File: src/rtl/pkt_capture_writer_if.sv
// Packet stream in (Avalon-ST sink side) and SDRAM write port out (Avalon-MM master side).
// master = capture writer's view, slave = the MAC/SDRAM environment's view.
interface pkt_capture_writer_if #(
    parameter int N = 32
);
    logic [N-1:0] st_data;
    logic         st_valid;
    logic         st_sop;
    logic         st_eop;
    logic         st_ready;
    logic [N-1:0] m_address;
    logic         m_write;
    logic [N-1:0] m_writedata;
    logic         m_waitrequest;

    modport master (
        input  st_data, st_valid, st_sop, st_eop, m_waitrequest,
        output st_ready, m_address, m_write, m_writedata
    );

    modport slave (
        output st_data, st_valid, st_sop, st_eop, m_waitrequest,
        input  st_ready, m_address, m_write, m_writedata
    );
endinterface

File: src/rtl/pkt_capture_writer.sv
// Captures one packet into a host buffer via Avalon-MM writes; CAPTURE_IRQ_EN adds a DONE-entry pulse on irq.
// Latency: beat accepted at t -> write request at t+1; START edge -> ARMED (or DONE if limit 0) in 1 cycle.
// Backpressure: st_ready drops while the single outstanding write is stalled, after the last beat, and on ABORT.
module pkt_capture_writer #(
    parameter int N = 32
) (
    input  logic                 clk,
    input  logic                 reset,
    input  logic [N-1:0]         in_control,
    input  logic [N-1:0]         in_pkt_addr,
    input  logic [N-1:0]         in_pkt_len,
    pkt_capture_writer_if.master bus,
    output logic [1:0]           state,
    output logic [N-1:0]         captured_len,
    output logic                 overflow,
    output logic                 irq
);
    typedef enum logic [1:0] {
        S_IDLE    = 2'b00,
        S_ARMED   = 2'b01,
        S_CAPTURE = 2'b10,
        S_DONE    = 2'b11
    } state_t;

    localparam logic [N-1:0] WORD = N'(4);

    state_t       st_q;
    logic         start_q;
    logic         accepting;
    logic         draining;
    logic         aborting;
    logic [N-1:0] base;
    logic [N-1:0] limit;
    logic [N-1:0] offset;
    logic [N-1:0] addr_q;
    logic [N-1:0] wdata_q;
    logic         write_q;

    logic         start;
    logic         abort;
    logic         start_rise;
    logic         wr_done;
    logic         ready;
    logic         take;
    logic         at_limit;
    logic [N-1:0] limit_in;
    logic [N-1:0] offset_nxt;
    logic         unused_bits;

    assign start      = in_control[2];
    assign abort      = in_control[3];
    assign start_rise = start && !start_q;
    assign limit_in   = {in_pkt_len[N-1:2], 2'b00};
    assign offset_nxt = offset + WORD;
    assign at_limit   = (offset_nxt == limit);
    assign wr_done    = write_q && !bus.m_waitrequest;
    // ABORT gates ready combinationally so no beat slips in on the abort cycle.
    assign ready      = accepting && !abort && (!write_q || !bus.m_waitrequest);
    assign take       = bus.st_valid && ready && ((st_q == S_CAPTURE) || bus.st_sop);
    assign unused_bits = ^{in_control[N-1:4], in_control[1:0], in_pkt_addr[1:0], in_pkt_len[1:0]};

    assign bus.st_ready    = ready;
    assign bus.m_address   = addr_q;
    assign bus.m_writedata = wdata_q;
    assign bus.m_write     = write_q;
    assign state           = st_q;

    always_ff @(posedge clk) begin
        if (!reset) begin
            st_q         <= S_IDLE;
            start_q      <= 1'b0;
            accepting    <= 1'b0;
            draining     <= 1'b0;
            aborting     <= 1'b0;
            base         <= '0;
            limit        <= '0;
            offset       <= '0;
            addr_q       <= '0;
            wdata_q      <= '0;
            write_q      <= 1'b0;
            captured_len <= '0;
            overflow     <= 1'b0;
        end else begin
            start_q <= start;
            if (wr_done)
                write_q <= 1'b0;
            if (take) begin
                addr_q       <= base + offset;
                wdata_q      <= bus.st_data;
                write_q      <= 1'b1;
                offset       <= offset_nxt;
                captured_len <= captured_len + WORD;
            end
            case (st_q)
                S_IDLE: begin
                    if (start_rise) begin
                        base         <= {in_pkt_addr[N-1:2], 2'b00};
                        limit        <= limit_in;
                        offset       <= '0;
                        captured_len <= '0;
                        overflow     <= 1'b0;
                        draining     <= 1'b0;
                        aborting     <= 1'b0;
                        if (limit_in == '0) begin
                            st_q <= S_DONE;
                        end else begin
                            st_q      <= S_ARMED;
                            accepting <= 1'b1;
                        end
                    end
                end
                S_ARMED, S_CAPTURE: begin
                    if (abort || aborting) begin
                        // Abort is sticky until the outstanding write has been accepted.
                        accepting <= 1'b0;
                        draining  <= 1'b0;
                        if (write_q && bus.m_waitrequest) begin
                            aborting <= 1'b1;
                        end else begin
                            aborting <= 1'b0;
                            st_q     <= S_IDLE;
                        end
                    end else begin
                        if (take) begin
                            st_q <= S_CAPTURE;
                            if (bus.st_eop || at_limit) begin
                                accepting <= 1'b0;
                                draining  <= 1'b1;
                            end
                            if (!bus.st_eop && at_limit)
                                overflow <= 1'b1;
                        end
                        if (draining && wr_done) begin
                            st_q     <= S_DONE;
                            draining <= 1'b0;
                        end
                    end
                end
                S_DONE: begin
                    if (!start)
                        st_q <= S_IDLE;
                end
                default: st_q <= S_IDLE;
            endcase
        end
    end

`ifdef CAPTURE_IRQ_EN
    logic done_entry;

    assign done_entry = ((st_q == S_IDLE) && start_rise && (limit_in == '0)) ||
                        (((st_q == S_ARMED) || (st_q == S_CAPTURE)) && !abort && !aborting &&
                         draining && wr_done);

    always_ff @(posedge clk) begin
        if (!reset)
            irq <= 1'b0;
        else
            irq <= done_entry;
    end
`else
    assign irq = 1'b0;
`endif

endmodule

File: src/flat_wrapper.sv
// flat-port wrapper written by rule: the top's interface ports become plain ports
module pkt_capture_writer_flat 
#(
    parameter int N = 32
)
  (clk, reset, in_control, in_pkt_addr, in_pkt_len, state, captured_len, overflow, irq, bus_st_data, bus_st_valid, bus_st_sop, bus_st_eop, bus_m_waitrequest, bus_st_ready, bus_m_address, bus_m_write, bus_m_writedata);
  pkt_capture_writer_if #(.N(N)) bus_i ();
  input  logic clk;
  input  logic reset;
  input  logic [N-1:0] in_control;
  input  logic [N-1:0] in_pkt_addr;
  input  logic [N-1:0] in_pkt_len;
  output logic [1:0] state;
  output logic [N-1:0] captured_len;
  output logic overflow;
  output logic irq;
  input wire logic [$bits(bus_i.st_data)-1:0] bus_st_data;
  input wire logic [$bits(bus_i.st_valid)-1:0] bus_st_valid;
  input wire logic [$bits(bus_i.st_sop)-1:0] bus_st_sop;
  input wire logic [$bits(bus_i.st_eop)-1:0] bus_st_eop;
  input wire logic [$bits(bus_i.m_waitrequest)-1:0] bus_m_waitrequest;
  output wire logic [$bits(bus_i.st_ready)-1:0] bus_st_ready;
  output wire logic [$bits(bus_i.m_address)-1:0] bus_m_address;
  output wire logic [$bits(bus_i.m_write)-1:0] bus_m_write;
  output wire logic [$bits(bus_i.m_writedata)-1:0] bus_m_writedata;
  assign bus_i.st_data = bus_st_data;
  assign bus_i.st_valid = bus_st_valid;
  assign bus_i.st_sop = bus_st_sop;
  assign bus_i.st_eop = bus_st_eop;
  assign bus_i.m_waitrequest = bus_m_waitrequest;
  assign bus_st_ready = bus_i.st_ready;
  assign bus_m_address = bus_i.m_address;
  assign bus_m_write = bus_i.m_write;
  assign bus_m_writedata = bus_i.m_writedata;
  pkt_capture_writer #(.N(N)) u_core (.clk(clk), .reset(reset), .in_control(in_control), .in_pkt_addr(in_pkt_addr), .in_pkt_len(in_pkt_len), .bus(bus_i), .state(state), .captured_len(captured_len), .overflow(overflow), .irq(irq));
endmodule
File: config.mk
export PLATFORM = sky130hd
export DESIGN_NAME = pkt_capture_writer_flat
export DESIGN_NICKNAME = d
export VERILOG_FILES = /design/src/rtl/pkt_capture_writer_if.sv /design/src/rtl/pkt_capture_writer.sv /design/src/flat_wrapper.sv
export SDC_FILE = /design/constraint.sdc
export NUM_CORES = 1
export LEC_CHECK = 0
export BUFFER_PORTS_ARGS = -buffer_cell sky130_fd_sc_hd__buf_4
export CAP_MARGIN = 0
export CORE_MARGIN = 2
export CORE_UTILIZATION = 40
export DETAILED_ROUTE_END_ITERATION = 7
export GPL_TIMING_DRIVEN = 0
export PLACE_DENSITY = 0.7
export SLEW_MARGIN = 20
export SYNTH_ARGS = -nofsm -noshare
export SYNTH_HDL_FRONTEND = slang
export SYNTH_SLANG_ARGS = --single-unit
File: constraint.sdc
create_clock -name clk -period 5.45 [get_ports clk]
set_input_delay 1.09 -clock clk [delete_from_list [all_inputs] [get_ports clk]]
set_output_delay 1.09 -clock clk [all_outputs]
set_load 0.005 [all_outputs]
* Word-level counts from Yosys, hierarchy flattened
Index checks and enable logic that the tools add are counted.
Widths: inputs -> output; s select.
** Word-level totals
- Output and inout port bits :: 102
- Register bits :: 196
- Logic and storage cells :: 96
- Input bits :: 134
** Cells by class
- Add/subtract/negate cells :: 3
- Equal/unequal tests :: 16
- Reductions and logical operators :: 29
- Mux-type cells :: 35
** Operators by type and width (number)
- $mux 32 :: 6
- $add 32x3->32 const B :: 2
- $add 32x32->32 :: 1
- $eq 32x32->1 :: 1
- $logic_not 32->1 :: 1
- $mux 1 :: 17
- $mux 2 :: 7
- $reduce_and 5->1 :: 2
- $logic_and 1x1->1 :: 9
- $ne 2x1->1 const B :: 4
- $ne 4x1->1 const B :: 2
- $pmux 1 s2 :: 4
- $reduce_and 4->1 :: 2
- $ne 2x2->1 const B :: 3
- $ne 3x1->1 const B :: 2
- $pmux 2 s3 :: 1
- $logic_not 1->1 :: 5
- $eq 2x2->1 const B :: 2
- $logic_or 1x1->1 :: 4
- $reduce_bool 2->1 :: 2
- $ne 3x3->1 const B :: 1
- $reduce_and 3->1 :: 1
- $eq 2x1->1 const B :: 1
- $logic_not 2->1 :: 1
- other kinds (2) :: 2

* Logic depth before layout (Yosys ltp)
- Word-level depth :: 9
- Mapped depth :: 13
- Depth with buffers taken out :: 12

* Least setup slack after synthesis
Ideal clock, no wire load.
- Path type :: input port to flip-flop
- Start :: in bus_m_waitrequest
- End :: reg u_core.captured_len[29]
- Arrival time :: 3.018 ns
- Setup slack :: 2.305 ns
- Cell stages on the path :: 11
- Required time :: 5.322 ns
- Cell sequence :: nand2_1 nor4bb_1 clkbuf_1 and3_1 clkbuf_1 and2_1 nor2b_1 nor3b_1 nand3_1 xor2_1 nor2_1
** Between the ends
- Word-level cells in the longest chain between the ends :: 8
** Ends and longest elaborated chain
- start: declaration :: RTL line flat_wrapper.sv:21 : input wire logic [$bits(bus_i.m_waitrequest)-1:0] bus_m_waitrequest;
- $logic_not 1->1 (*) :: RTL line pkt_capture_writer.sv:58 : assign ready = accepting && !abort && (!write_q || !bus.m_waitrequest);
- $logic_or 1x1->1 (*) :: RTL line pkt_capture_writer.sv:58
- $logic_and 1x1->1 (*) :: RTL line pkt_capture_writer.sv:58
- $logic_and 1x1->1 (*) (2 in a row) :: RTL line pkt_capture_writer.sv:59 : assign take = bus.st_valid && ready && ((st_q == S_CAPTURE) || bus.st_sop);
- $mux 32 (*) :: RTL line pkt_capture_writer.sv:87 : if (take) begin
- $mux 32 :: RTL line pkt_capture_writer.sv:96 : if (start_rise) begin
- $mux 32 (*) :: RTL line pkt_capture_writer.sv:94 : case (st_q)
- end signal: assignment :: RTL line pkt_capture_writer.sv:92 : captured_len <= captured_len + WORD;
- end: declaration :: RTL line pkt_capture_writer.sv:14 : output logic [N-1:0] captured_len,
Mark *: on every way between the ends. The rest lies on a longest branch, timed or not.
A chain may end at the register's enable or synchronous reset.

* Worst setup path in the final report
- Start :: in bus_m_waitrequest
- End :: reg u_core.captured_len[31]
The elaborated chain is that of the path after synthesis.

==> results.py <==
metrics = {
    "status": {
        "status": "finished clean",
    },
    "clock_tree": {
        "postCtsSetupRepairBufs": 0,
        "cts_tree": "built",
        "cts.reportedPaths.clkPinSlew_ns": 0.07,
        "clockBufferDepth": 2,
        "clock-sinks": 190,
        "ctsHoldBuffers": 0,
        "htree_levels": 4,
        "ctsRootBufferMaster": "clkbuf_16",
        "numCtsBuffers": 17,
        "cts-resized-gates": 0,
        "clock_latency_ns": 0.44,
    },
    "timing": {
        "hold_viol_final": 0,
        "min_period_ns": 3.51,
        "tightestPinTransition_ns": 1.04,
        "post-route-period-util_pct": 64.4,
        "rsz0062_at_grt": "false",
        "worst_slew_margin_rel_pct": 30.4,
        "layout_setup_ws_ns": 1.94,
        "tns_ns": 0,
        "max_freq_mhz": 285,
        "finalSetupViolations": 0,
        "fin_skew_ns": 0.00935,
        "report.final.slew_viol_count": 0,
    },
    "hold_path": {
        "min_path_type": "register to register",
    },
    "synth": {
        "yosysWarnings": 0,
        "yosysUniqueCellTypes": 65,
        "post_synth.cell_area_avg_um2": 7.84,
        "ys.flop_type": "dfxtp_1",
        "synth-edff-count": 0,
        "seq_area_frac_synth_pct": 39.3,
        "async_flop_share_pct": 0,
        "synth_area_um2": 9670,
        "synth-seq-cells": 190,
        "synth_commonest_cells": "nand2_1, dfxtp_1, a21oi_1",
        "yosys-top-cells-area": "dfxtp_1, nand2_1, a21oi_1",
        "yosys.cell_count.top_type": "nand2_1",
        "syn_inst": 1233,
        "synth.top_cell.area_share_pct": 39.3,
        "synth_top_area_cell": "dfxtp_1",
    },
    "die": {
        "die_h_um": 159,
        "core_um2": 23600,
        "start_util_pct": 40.9,
        "placementRows": 56,
        "ioPinCount": 236,
        "dieArea_um2": 25400,
        "fp.dieW_um": 159,
    },
    "routing": {
        "drt_wl_total_um": 29200,
        "via_per_inst": 5.25,
        "ant_nets": 0,
        "drt-pass1-iter-count": 5,
        "drtIter0Drc": 672,
        "via_count": 9367,
        "drc": 0,
        "wire_per_inst_um": 16.4,
    },
    "worst_setup_path": {
        "start_kind": "input port",
        "slowest_stage": "clkbuf_1",
        "crit_fanout": 7,
        "crit_type": "input port to register",
        "critPathArrivalTime_ns": 3.82,
        "r2r_setup_slack_ns": 2.05,
        "end_kind": "register",
        "cp_slowest_stage_delay_ns": 0.49,
        "critPathRequiredTime_ns": 5.76,
        "cp_common_cell": "clkbuf_1",
        "worstPathCellList": "buf_4, nand2_1, nor4bb_1, clkbuf_1, and3_1, clkbuf_1, and2_1, nor2b_1, nor3b_1, nand3_1, xor2_1, nor2_1",
    },
    "power": {
        "power.density_nw_per_um2": 293,
        "power_leakage_nw": 4.78,
        "power_w": 0.00355,
        "ir_drop_mv": 0.181,
    },
    "global_routing": {
        "grt.total_usage_pct": 22.9,
        "grt_pass1_wl_um": 46800,
        "grt_max_degree": 17,
        "grt_pass1_vias": 8936,
        "antenna_found_initial": 0,
        "grt_remaining_overflow": 0,
    },
    "placed_design": {
        "routabilityCongestion": 0.923,
        "numPortBuffers": 195,
        "dpl.hpwl_um": 22500,
        "placed_cells": 1751,
        "place_ws_ns": 1.49,
    },
    "run": {
        "cap_viol_max_count": 0,
    },
    "layout": {
        "regArea_um2": 3800,
        "fin_cells": 1783,
        "drive_gt1_share_pct": 17.4,
        "multi_input_area_um2": 5460,
        "nets": 1622,
        "n_fill_cell": 2366,
        "n_antenna_cell": 0,
        "syn_to_final_growth_pct": 25.2,
    },
}
## worst max-delay path, delay by kind of cell
family | cells | cell delay [ns]
buffers and inverters | 3 | 0.83
xor gates and xnor gates | 1 | 0.16
and+or+nand+nor | 8 | 1.73
## layer usage
| metal | share of wire, % | GRT usage [%] | up-vias |
|---|---|---|---|
| li1 | - | - | 4705 |
| met1 | 47 | 30.2 | 4375 |
| met2 | 46 | 37.8 | 248 |
| met3 | 5.0 | 4.40 | 39 |
| met4 | 2.2 | 7.23 | 0 |
| met5 | 0 | 0 | - |
## cells by family (layout without fill, tap and decap cells)
group           count (synthesis)  in the layout  synth area share, %
buf+inv                        86            313                 4.32
xor+xnor                      100            100                 9.06
simple gates                  536            536                 25.3
flops                         190            190                 39.3
other cells                     1              5               0.0388
fa+ha+maj                      37             37                 4.87
compound gates                281            281                 16.8
mux                             2              2                0.259
## power breakdown
group | switching (W) | internal (W)
Combinational | 0.000466 | 0.000297
Clock | 0.000565 | 0.000643
Sequential | 0.0000823 | 0.00149
## flip-flops by register name (all words and copies together), names as in the netlist
register	flops
u_core.bus.m_writedata	32
u_core.base	30
u_core.bus.m_address	30
u_core.captured_len	30
u_core.limit	30
u_core.offset	30
u_core.state	2
u_core.aborting	1
u_core.accepting	1
u_core.bus.m_write	1
u_core.draining	1
u_core.overflow	1
u_core.start_q	1
## through the flow
step	area [um2]	util [%]	hold WS (ns)
4_1_cts	12100	51.3	0.453
6_report	12100	51.3	0.454
3_3_place_gp	11500	48.9	0.442
5_1_grt	12100	51.3	0.479
3_5_place_dp	11500	48.9	0.443
2_1_floorplan	9680	-	0.440
## layout by cell type (no fill, tap or decap), types with 8 or more instances in the layout
cell       Yosys  final
xor2_1        53     53
a211oi_1      11     11
clkbuf_16      0     17
nand3_1       45     45
o21ai_0       46     46
xnor2_1       47     47
a21oi_1      156    156
buf_4          6    201
buf_1          8      8
clkbuf_1      46     47
o21a_1        11     11
ha_1          36     36
nand4_1       22     22
inv_1         17     17
dfxtp_1      190    190
and3_1         8      8
nor3_1        32     32
nand2_1      261    261
or3_1         18     18
nor2_1        90     90
nor4_1        15     15
a31oi_1        9      9
a21o_1        11     11
## final timing paths
| kind | startpoint | endpoint | depth (start not counted) |
|---|---|---|---|
| max | bus_m_waitrequest | u_core.captured_len[31] | 12 |
| min reg2reg | u_core.bus.m_address[7] | u_core.bus.m_address[7] | 2 |
| max reg2reg | u_core.offset[2] | u_core.bus.m_address[30] | 12 |
| min | u_core.bus.m_address[7] | u_core.bus.m_address[7] | 2 |
## area by class of cell
class	count	share of cell area, %
plain buffers	68	2.89
inverters	18	0.558
clock buffers	19	3.66
flip-flops and latches	190	31.4
well taps	319	3.30
clock inverters	13	0.961
multi-input cells	961	45.1
repair buffers	195	12.1
(Power assumes the default switching activity.)
